[src/rtl/alsu_res_pkg.sv]
// Shared constants and width helpers for the ALSU result FIFO.
// Optional feature macro: ALSU_RES_ERR_DROP_EN (drop errored results).
package alsu_res_pkg;

    localparam int DEF_BITS  = 3;
    localparam int DEF_DEPTH = 4;

    function automatic int cnt_w(input int depth);
        return $clog2(depth + 1);
    endfunction

    function automatic int ptr_w(input int depth);
        return (depth < 2) ? 1 : $clog2(depth);
    endfunction

endpackage

[src/rtl/alsu_res_mem.sv]
// Result storage: register array, one write port, one async read port.
// Optional feature macro: ALSU_RES_ERR_DROP_EN (unused here).
module alsu_res_mem #(
    parameter int W     = 7,
    parameter int DEPTH = 4,
    parameter int PW    = 2
) (
    input  logic          clk,
    input  logic          we,
    input  logic [PW-1:0] waddr,
    input  logic [W-1:0]  wdata,
    input  logic [PW-1:0] raddr,
    output logic [W-1:0]  rdata
);

    logic [W-1:0] mem [DEPTH];

    always_ff @(posedge clk) begin
        if (we) mem[waddr] <= wdata;
    end

    assign rdata = mem[raddr];

endmodule

[src/rtl/alsu_res_fifo.sv]
// Result FIFO behind the ALSU with sticky overflow and error tagging.
// Optional feature macro: ALSU_RES_ERR_DROP_EN (errored results discarded).
module alsu_res_fifo
    import alsu_res_pkg::*;
#(
    parameter int BITS  = DEF_BITS,
    parameter int DEPTH = DEF_DEPTH
) (
    input  logic                      clk,
    input  logic                      rst,
    input  logic                      in_valid,
    input  logic [2*BITS-1:0]         in_data,
    input  logic                      in_err,
    output logic                      out_valid,
    input  logic                      out_ready,
    output logic [2*BITS-1:0]         out_data,
    output logic                      out_err,
    output logic [cnt_w(DEPTH)-1:0]   count,
    output logic                      full,
    output logic                      empty,
    output logic                      overflow,
    input  logic                      clr_ovf
);

    localparam int W  = 2 * BITS;
    localparam int CW = cnt_w(DEPTH);
    localparam int PW = ptr_w(DEPTH);

    logic [PW-1:0] wr_ptr, rd_ptr;
    logic [CW-1:0] cnt_q;
    logic          ovf_q;
    logic          acc, wbit, push, pop, drop;
    logic [W:0]    head;

    function automatic logic [PW-1:0] nxt(input logic [PW-1:0] p);
        return (p == PW'(DEPTH - 1)) ? '0 : p + PW'(1);
    endfunction

`ifdef ALSU_RES_ERR_DROP_EN
    assign acc  = in_valid & ~in_err;
    assign wbit = 1'b0;
`else
    assign acc  = in_valid;
    assign wbit = in_err;
`endif

    assign empty     = (cnt_q == '0);
    assign full      = (cnt_q == CW'(DEPTH));
    assign out_valid = ~empty;
    assign pop       = out_valid & out_ready;
    // a pop frees the slot the same cycle, so a full FIFO still accepts
    assign push      = acc & (~full | pop);
    assign drop      = acc & full & ~pop;

    always_ff @(posedge clk or posedge rst) begin
        if (rst) begin
            wr_ptr <= '0;
            rd_ptr <= '0;
            cnt_q  <= '0;
            ovf_q  <= 1'b0;
        end else begin
            if (push) wr_ptr <= nxt(wr_ptr);
            if (pop)  rd_ptr <= nxt(rd_ptr);
            if (push && !pop)
                cnt_q <= cnt_q + CW'(1);
            else if (pop && !push)
                cnt_q <= cnt_q - CW'(1);
            if (drop)
                ovf_q <= 1'b1;
            else if (clr_ovf)
                ovf_q <= 1'b0;
        end
    end

    alsu_res_mem #(
        .W     (W + 1),
        .DEPTH (DEPTH),
        .PW    (PW)
    ) u_mem (
        .clk   (clk),
        .we    (push),
        .waddr (wr_ptr),
        .wdata ({wbit, in_data}),
        .raddr (rd_ptr),
        .rdata (head)
    );

    // storage is not reset; gate the head so an empty FIFO presents zeros
    assign out_data = empty ? '0 : head[W-1:0];
    assign count    = cnt_q;
    assign overflow = ovf_q;

`ifdef ALSU_RES_ERR_DROP_EN
    logic unused_err;
    assign unused_err = head[W];
    assign out_err    = 1'b0;
`else
    assign out_err = empty ? 1'b0 : head[W];
`endif

endmodule
[config.mk]
export PLATFORM = sky130hd
export DESIGN_NAME = alsu_res_fifo
export DESIGN_NICKNAME = d
export VERILOG_FILES = /design/src/rtl/alsu_res_pkg.sv /design/src/rtl/alsu_res_mem.sv /design/src/rtl/alsu_res_fifo.sv
export SDC_FILE = /design/constraint.sdc
export NUM_CORES = 1
export LEC_CHECK = 0
export ABC_AREA = 1
export CAP_MARGIN = 5
export CORE_ASPECT_RATIO = 1.4
export CORE_MARGIN = 1
export CORE_UTILIZATION = 50
export CTS_BUF_LIST = sky130_fd_sc_hd__clkbuf_4
export CTS_CLUSTER_DIAMETER = 100
export DETAILED_ROUTE_END_ITERATION = 8
export GPL_TIMING_DRIVEN = 0
export PLACE_DENSITY = 0.75
export RECOVER_POWER = 25
export SKIP_CTS_REPAIR_TIMING = 1
export SLEW_MARGIN = 10
export SYNTH_ARGS = -nofsm -noshare
export SYNTH_HDL_FRONTEND = slang
export SYNTH_SLANG_ARGS = --single-unit
[constraint.sdc]
create_clock -name clk -period 2 [get_ports clk]
set_input_delay 0.5 -clock clk [delete_from_list [all_inputs] [get_ports clk]]
set_output_delay 0.5 -clock clk [all_outputs]
set_load 0.02 [all_outputs]
=== Yosys cells after proc, flatten, opt, wreduce, memory -nomap -nowiden ===
Memories as Yosys holds them, arrays and structs flattened.
Index checks and enable logic that the tools add are counted.

* $add $sub $neg: 4
* Multipliers: 0
* Div/mod/pow operators: 0
* Magnitude comparators: 0
* Equal/unequal tests: 3
* Shift-type cells: 0
* Muxes and demuxes: 10
* Bitwise gates (word level): 8
* Reduce and logical (&&, ||, !) cells: 7

{| class="wikitable"
|+ Operators by type and width
! cell !! number
|-
| 2-to-1 mux 3 bit || 2
|-
| 2-to-1 mux 6 bit || 1
|-
| 2-to-1 mux 1 bit || 5
|-
| adder 2 x 1 -> 2 bit (second input constant) || 2
|-
| bitwise AND 1 bit || 4
|-
| equality test 2 bit (second input constant) || 2
|-
| 2-to-1 mux 2 bit || 2
|-
| nonzero test 2 bit || 2
|-
| adder 3 x 1 -> 3 bit (second input constant) || 1
|-
| equality test 3 bit (second input constant) || 1
|-
| logical NOT 3 bit || 1
|-
| inverter 1 bit || 3
|-
| subtractor 3 x 1 -> 3 bit (second input constant) || 1
|-
| logical AND 1 bit || 2
|-
| logical NOT 1 bit || 2
|-
| bitwise OR 1 bit || 1
|}

* Register bits after elaboration: 8
* Latch bits: 0
* Bits in writable memories: 28
* Memory bits (read-only): 0
* Input bits: 12
* Output and inout port bits: 14
* Word-level logic and storage cells: 37
* Memories kept: 1

{| class="wikitable"
|+ Memories
! name !! words !! bits a word !! rd ports !! clocked after Yosys merged registers in !! write ports !! RTL line !! RTL
|-
| u_mem.mem || 4 || 7 || 1 || 0 || 1 || alsu_res_mem.sv:16 || <nowiki>logic [W-1:0] mem [DEPTH];</nowiki>
|}

=== Longest topological paths before layout ===
Gate-level depths: netlist of the first run.

* Depth in word-level cells: 9
* Depth in mapped cells: 12

=== By module ===
From an unflattened synthesis of the first run, not the netlist that was laid out.

* Cells, all modules: 183
* Area total of the unflattened synthesis: 1721.7 sq um

{| class="wikitable"
|+ Modules (own cells, without submodules)
! module !! times used !! cells an instance !! area an instance (sq um) !! sequential area each (sq um)
|-
| alsu_res_mem || 1 || 117 || 1209.9 || 840.8
|-
| alsu_res_fifo || 1 || 66 || 511.7 || 200.2
|}

=== Least setup slack after synthesis of the first run ===
OpenSTA, ideal clock, no wires.

* Path kind: flip-flop to flip-flop
* Start point: register cnt_q[0] (netlist: count[0])
* End point: register cnt_q[2] (netlist: count[2])
* Setup time: 0.117 ns
* Arrival time: 1.793 ns
* Setup slack: 0.089 ns
* Cell stages (with the launch flop): 11
* Path buffers: 0
* Period minus slack after synthesis: 1.911 ns
* Cell sequence: dfrtp_1 > nor2_2 > nand2_2 > nand2_1 > ha_1 > inv_1 > fa_1 > nand2_1 > nand3_1 > nand2_1 > nand2_1

* Longest elaborated chain between the ends: 8
* Elaborated cells between the ends (all ways): 16
* Classes of those cells: add/sub: 2; eq/ne: 1; mux: 2; bitwise: 5; reduce/logical: 6

{| class="wikitable"
|+ Ends and longest elaborated chain
! what !! RTL line !! RTL
|-
| start: declaration || alsu_res_fifo.sv:30 || <nowiki>logic [CW-1:0] cnt_q;</nowiki>
|-
| start signal: assignment || alsu_res_fifo.sv:65 || <nowiki>cnt_q <= cnt_q + CW'(1);</nowiki>
|-
| start signal: assignment || alsu_res_fifo.sv:67 || <nowiki>cnt_q <= cnt_q - CW'(1);</nowiki>
|-
| logical NOT 3 bit (*) || alsu_res_fifo.sv:47 || <nowiki>assign empty = (cnt_q == '0);</nowiki>
|-
| inverter 1 bit (*) || alsu_res_fifo.sv:49 || <nowiki>assign out_valid = ~empty;</nowiki>
|-
| net out_valid || alsu_res_fifo.sv:14 || <nowiki>output logic out_valid,</nowiki>
|-
| bitwise AND 1 bit (*) || alsu_res_fifo.sv:50 || <nowiki>assign pop = out_valid & out_ready;</nowiki>
|-
| bitwise OR 1 bit || alsu_res_fifo.sv:52 || <nowiki>assign push = acc & (~full | pop);</nowiki>
|-
| bitwise AND 1 bit || alsu_res_fifo.sv:52 ||
|-
| logical NOT 1 bit || alsu_res_fifo.sv:66 || <nowiki>else if (pop && !push)</nowiki>
|-
| logical AND 1 bit || alsu_res_fifo.sv:66 ||
|-
| nonzero test 2 bit (no source line) || -- ||
|}

Mark *: on every way through the listed nets, which the timed path passes. The rest lies on a longest branch. The select of a mux whose other input is x is not followed.
A chain may end at the register's enable or synchronous reset.

=== Final worst setup path of the first run ===
* Start point: register rd_ptr[1]
* End point: output out_data[1]

* Longest elaborated chain between the ends: 2

{| class="wikitable"
|+ Ends and longest elaborated chain
! what !! RTL line !! RTL
|-
| start: declaration || alsu_res_fifo.sv:29 || <nowiki>logic [PW-1:0] wr_ptr, rd_ptr;</nowiki>
|-
| start signal: assignment || alsu_res_fifo.sv:63 || <nowiki>if (pop) rd_ptr <= nxt(rd_ptr);</nowiki>
|-
| memory read (4 x 7 bit) || -- ||
|-
| 2-to-1 mux 6 bit || alsu_res_fifo.sv:89 || <nowiki>assign out_data = empty ? '0 : head[W-1:0];</nowiki>
|-
| end: declaration || alsu_res_fifo.sv:16 || <nowiki>output logic [2*BITS-1:0] out_data,</nowiki>
|}

No other way between the ends.

==> reports/metrics.csv, run 1 <==
stage,metric,value,unit
placement,PortBufs,25,
synthesis,"top cells by count, synth","44 x inv_1, 40 x nand2_1, 28 x edfxtp_1",
pwr,P_sw,1.48,mW
pwr,sw frac,42.1,%
worst_setup_path,cell count of the worst reg-to-reg path,9,
floorplan,die width,51.9,µm
floorplan,initial core utilization,52.0,%
worst_setup_path,Critical Path Sink Type,primary output,
sta,RSZ-0062 raised after global routing,true,
sta,FMAX,491,MHz
grt,first-pass GRT wire length,5240,µm
worst_setup_path,Crit path arrival time,1.54,ns
layout,layout net count,236,
floorplan,# IOs,26,
clock_tree,CTS tree,done,
sta,Tmin final,2.04,ns
pwr,power per cell area,1500,mW/mm²
hold_path,Hold Crit Endpoint,rd_ptr[1],
synthesis,Synth area leader,edfxtp_1,
grt,largest net degree at the start of global routing,12,
synthesis,most common cell in the netlist,inv_1,
placement,Post-Place Cells,241,
synthesis,share of the synthesized area in the top cell type,48.3,%
hold_path,Hold Crit Class,primary input to flip-flop,
floorplan,core area,0.00335,mm²
route,TritonRoute pass-1 iters,4,
hold_path,hold path depth,3,
floorplan,row count,25,
grt,met2 usage,33.6,%
route,Post-Route WL,3660,µm
worst_setup_path,CP Class,flip-flop to primary output,
pwr,power share of the sequential group,31.7,%
sta,Hold WS,0.488,ns
grt,initial antenna violation count,0,
worst_setup_path,crit-path max cell delay,0.39,ns
floorplan,die area,0.00372,mm²
synthesis,Ys Warns,0,
layout,n_diodes,0,
sta,max-slew violations,0,
synthesis,number of library cell types mapped by synthesis,23,
sta,fin crit share,102,%
route,Vias,1292,
worst_setup_path,cell mode on critical path,buf_4,
sta,worst slew pin tran,0.701,ns
sta,# setup viols final,4,
grt,GR Overflow Total,0,
grt,GR Util met1,19.2,%
clock_tree,worst skew pair latency,0.34,ns
pwr,Clk pwr share,10.2,%
sta,slack of the critical path,-0.0384,ns
worst_setup_path,"Slowest-stage cell, CP",dfrtp_1,
placement,gpl congestion,0.756,
synthesis,Synth Area per Inst,9.89,µm²
clock_tree,Clock Tree Buf Depth,2,
route,Final ANT Viol Nets,0,
grt,vias in the first global route,1256,
route,vias per inst,5.01,
layout,area grow syn2layout,35.0,%
worst_setup_path,r2r startpoint,count[1],
layout,Finished Core Util,70.2,%
pwr,Combinational Power Share,58.1,%
worst_setup_path,FF-to-FF End,count[1],
worst_setup_path,R2R setup slack,0.13,ns
run,MaxCap Viol Count,0,
hold_path,hold_sp,out_ready,
floorplan,chip height,71.8,µm
run_status,failing checks,negative setup slack,
synthesis,Yosys reg bits,36,
worst_setup_path,CP max FO,9,
pwr,Final Power,3.52,mW
synthesis,asr flop ratio synth,22.2,%
placement,Setup WS pre-CTS,-0.411,ns
route,Initial DRC Count,44,
grt,met3 GRT Util,5.73,%
route,routed len/inst,14.2,µm
clock_tree,CTS Buf Count,5,
layout,"non-filler cells, final",258,
clock_tree,"CTS clk-pin slew, worst paths",0.10,ns
synthesis,Synth Flop Type,edfxtp_1,
pwr,Pleak,1.13,nW
pwr,internal power,2.04,mW
route,DRC viols,0,
worst_setup_path,Worst EP required,1.50,ns
grt,most crowded layer after global routing,met2,
clock_tree,Root Driver,clkbuf_4,
placement,DP Area,0.00204,mm²
synthesis,syn nets,195,
pwr,worst vdd ir,0.989,mV
synthesis,largest cells by area after synthesis,"edfxtp_1 48%, dfrtp_1 12%, inv_1 9.5%, nand2_1 8.6%, nand3_1 5.2%",
clock_tree,H-Tree Depth,2,
placement,HPWL after detailed placement,2330,µm
grt,all-layer global routing usage,20.0,%
sta,headroom to the max-slew limit,53.1,%
layout,fin area,0.00235,mm²
synthesis,Cells after Synth,176,
sta,setup TNS,-0.0759,ns
layout,layout cells sized above 1,32.6,%
synthesis,synthesized area,0.00174,mm²
synthesis,post-synthesis sequential area ratio,59.8,%
worst_setup_path,CP startpoint kind,flip-flop,
worst_setup_path,worst path cell trace,buf_6 -> clkinvlp_4 -> buf_4 -> nand3_2 -> a21oi_2 -> buf_4,
sta,Setup Skew,0.0127,ns
sta,final hold violations,0,
synthesis,Post-synth EDFFs,28,
clock_tree,clock sink count,36,
run_status,outcome,"finished, violations left",
worst max-delay path: cells and delay by family (launching register included):
kind | cells | cell delay [ns]
buf+inv | 4 | 0.68
compound gates | 1 | 0.05
flops | 1 | 0.39
simple gates | 1 | 0.07
sequential cells by signal (all words and copies together), names as in the netlist:
register and cells:
u_mem.mem 28, overflow 1, rd_ptr 2, count 3
wr_ptr 2
layer usage:
layer,wire [µm],vias up
met2,2070,42
met4,174,0
met3,131,16
met5,0,-
li1,-,625
met1,1280,609
cells in the final DEF, fill, tap and decap left out:
cell,instances
a21oi_1,1
a21oi_2,6
buf_4,10
buf_6,5
buf_8,2
clkbuf_16,2
clkbuf_2,2
clkbuf_4,5
clkdlybuf4s50_1,9
clkinv_1,1
clkinv_2,2
clkinvlp_4,1
dfrtp_1,6
dfrtp_2,2
dlygate4sd3_1,4
dlymetal6s2s_1,4
edfxtp_1,28
fa_1,1
ha_1,6
inv_1,43
inv_6,1
inv_8,1
nand2_1,25
nand2_2,13
nand2_4,7
nand3_1,9
nand3_2,10
nand4_1,1
nor2_1,5
nor2_2,1
nor3_1,1
o21ai_1,1
o22ai_1,1
or2_2,1
xnor2_1,1
power groups by stage:
stage               registers [mW]  logic (mW)  clock network [mW]
finish                        1.12        2.05               0.357
CTS                           1.12        1.62               0.369
global placement              1.12        1.58                   0
global route                  1.13        2.21               0.388
floorplan                     1.15       0.993                   0
detailed placement            1.13        1.61                   0
cell families (layout without fill, tap and decap cells):
logic type | after synthesis | count (layout) | share of synthesized area, %
xor gates and xnor gates | 1 | 1 | 0.503
adders and majority gates | 7 | 7 | 5.46
buffers and inverters | 50 | 92 | 12.3
DFF | 36 | 36 | 59.8
AOI/OAI and AO/OA | 9 | 9 | 3.31
and+or+nand+nor | 73 | 73 | 18.6
how the worst max path moves through the flow:
stage,start,end,slack [ns],cells after the start
after floorplan,count[0],count[2],0.09,10
after global placement,out_ready,count[2],-0.35,12
after detailed placement,out_ready,count[2],-0.41,12
after CTS,rd_ptr[1],out_data[1],-0.58,5
after global routing,rd_ptr[0],out_data[4],-0.11,6
final,rd_ptr[1],out_data[1],-0.04,6
area by class of cell:
type / count / area [µm²]
flip-flops and latches: 36 / 1040
inverters: 46 / 189
multi-input cells: 90 / 614
repair buffers: 34 / 349
plain buffers: 4 / 52.6
clock buffers: 5 / 37.5
clock inverters: 3 / 13.8
fillers: 249 / 997
well taps: 40 / 50.0
Power figures use the tool's default switching activity.
==> inputs of run 2 (changes only) <==
clock period = 2.3 ns   (was 2 ns; I/O delays follow)
==> reports/metrics.csv, run 2 (synthesis results as in run 1) <==
stage,metric,value,unit,change
worst_setup_path,buffers and inverters on the worst path,1,,was 4
layout,max reg flops,28,,unchanged
layout,Sequential Area,0.00104,mm²,about the same
clock_tree,worst skew pair latency,0.34,ns,about the same
sta,FMAX,453,MHz,
floorplan,# IOs,26,,unchanged
sta,Setup Skew,0.0114,ns,was 0.0127 ns
grt,vias in the first global route,1256,,unchanged
layout,most frequent cells in the layout,"43 x inv_1, 40 x nand2_1, 28 x edfxtp_1",,"was 43 x inv_1, 28 x edfxtp_1, 25 x nand2_1"
clock_tree,Root Driver,clkbuf_4,,unchanged
floorplan,row count,25,,unchanged
layout,Reg with most FFs,u_mem.mem,,unchanged
floorplan,die width,51.9,µm,unchanged
sta,fin crit share,96.1,%,
worst_setup_path,Worst EP required,1.73,ns,was 1.50 ns
worst_setup_path,CP max FO,5,,was 9
sta,Hold WS,0.542,ns,was 0.488 ns
hold_path,hold path depth,2,,was 3
clock_tree,CTS Buf Count,5,,unchanged
placement,Setup WS pre-CTS,-0.186,ns,was -0.411 ns
pwr,Final Power,2.65,mW,was 3.52 mW
layout,layout net count,227,,was 236
worst_setup_path,cell family with most CP delay,buffers and inverters,,unchanged
route,DR WL met2,1710,µm,was 2070 µm
worst_setup_path,"Slowest-stage cell, CP",clkdlybuf4s50_1,,was dfrtp_1
grt,GR Overflow Total,0,,unchanged
layout,n_diodes,0,,unchanged
pwr,worst vdd ir,0.825,mV,was 0.989 mV
floorplan,die area,0.00372,mm²,unchanged
placement,gpl congestion,0.756,,unchanged
grt,all-layer global routing usage,20.0,%,unchanged
run_status,outcome,finished clean,,"was finished, violations left"
worst_setup_path,r2r startpoint,count[0],,was count[1]
pwr,power per cell area,1250,mW/mm²,was 1500 mW/mm²
worst_setup_path,Crit path arrival time,1.63,ns,was 1.54 ns
sta,# setup viols final,0,,was 4
route,routed len/inst,12.7,µm,was 14.2 µm
grt,largest net degree at the start of global routing,12,,unchanged
layout,area grow syn2layout,21.6,%,was 35.0%
clock_tree,"CTS clk-pin slew, worst paths",0.10,ns,about the same
worst_setup_path,Critical Path Sink Type,primary output,,unchanged
route,Initial DRC Count,27,,was 44
floorplan,core area,0.00335,mm²,unchanged
route,Met1 Wirelength,1170,µm,was 1280 µm
route,Final ANT Viol Nets,0,,unchanged
pwr,Pleak,1.06,nW,was 1.13 nW
worst_setup_path,R2R setup slack,0.37,ns,was 0.13 ns
grt,initial antenna violation count,0,,unchanged
floorplan,initial core utilization,52.0,%,unchanged
worst_setup_path,worst path cell trace,nor3_1 -> clkdlybuf4s50_1,,was buf_6 -> clkinvlp_4 -> buf_4 -> nand3_2 -> a21oi_2 -> buf_4
layout,Fillers,265,,was 249
worst_setup_path,crit-path max cell delay,0.62,ns,was 0.39 ns
layout,layout cells sized above 1,12.0,%,was 32.6%
clock_tree,CTS tree,done,,unchanged
hold_path,Hold Crit Class,flip-flop to flip-flop,,was primary input to flip-flop
sta,slack of the critical path,0.0908,ns,was -0.0384 ns
sta,setup TNS,0,ns,was -0.0759 ns
route,WL met3,145,µm,was 131 µm
layout,multi-input logic area,485,µm²,was 614 µm²
sta,RSZ-0062 raised after global routing,false,,was true
hold_path,hold_sp,wr_ptr[1],,was out_ready
sta,final hold violations,0,,unchanged
worst_setup_path,FF-to-FF End,count[1],,unchanged
sta,max-slew violations,0,,unchanged
sta,Tmin final,2.21,ns,
floorplan,chip height,71.8,µm,unchanged
clock_tree,Clock Tree Buf Depth,2,,unchanged
worst_setup_path,cell count of the worst reg-to-reg path,9,,unchanged
worst_setup_path,CP startpoint kind,flip-flop,,unchanged
route,DRC viols,0,,unchanged
route,vias per inst,4.94,,was 5.01
clock_tree,clock sink count,36,,unchanged
route,Post-Route WL,3170,µm,was 3660 µm
clock_tree,H-Tree Depth,2,,unchanged
sta,worst slew pin tran,0.697,ns,was 0.701 ns
placement,PortBufs,25,,unchanged
run,MaxCap Viol Count,0,,unchanged
route,TritonRoute pass-1 iters,4,,unchanged
placement,HPWL after detailed placement,2330,µm,unchanged
route,DR top layer,met4,,unchanged
worst_setup_path,CP Class,flip-flop to primary output,,unchanged
route,Vias,1229,,"was 1,292"
hold_path,Hold Crit Endpoint,wr_ptr[1],,was rd_ptr[1]
sta,headroom to the max-slew limit,53.4,%,was 53.1%
layout,"commonest non-fill, non-tap cell in the layout",inv_1,,unchanged
grt,first-pass GRT wire length,5240,µm,unchanged
run 2: how the worst max path moves through the flow:
| stage | start | endpoint | slack [ns] | depth (start not counted) |
|---|---|---|---|---|
| final | count[0] | full | 0.09 | 2 |
| after global routing | count[0] | out_valid | 0.006 | 3 |
| after CTS | rd_ptr[1] | out_data[1] | -0.36 | 5 |
| after detailed placement | out_ready | count[2] | -0.19 | 12 |
| after global placement | out_ready | count[2] | -0.12 | 12 |
| after floorplan | count[0] | count[2] | 0.39 | 10 |
run 2: cell type report:
type	instances	share of cell area [%]
Multi-Input combinational cell	90	22.9
Clock inverter	3	0.651
Inverter	46	8.46
Tap cell	40	2.37
Clock buffer	5	1.77
Sequential cell	36	49.2
Buffer	4	1.83
Timing Repair Buffer	25	12.8
run 2: tightest hold or removal path: cells and delay by family, from the launching register on:
kind / cells / cell delay, ns
DFF: 1 / 0.40
and+or+nand+nor: 2 / 0.12
run 2: per-layer routing:
metal  up-vias  track usage, %
met2        39            33.6
met5         -               0
met4         0            16.8
met3        13            5.73
met1       569            19.2
li1        608               -
run 2: power by group:
| group | switching (mW) | internal (mW) |
|---|---|---|
| Sequential | 0.0960 | 0.872 |
| Combinational | 0.803 | 0.573 |
| Clock | 0.197 | 0.112 |
| Total | 1.10 | 1.56 |
run 2: per-stage QoR:
step                      util (%)  cells  instance area (µm²)
after floorplan                  -    176                 1740
after global placement        61.0    241                 2040
after detailed placement      61.0    241                 2040
after CTS                     62.5    249                 2090
after global routing          63.2    249                 2120
final                         63.2    249                 2120
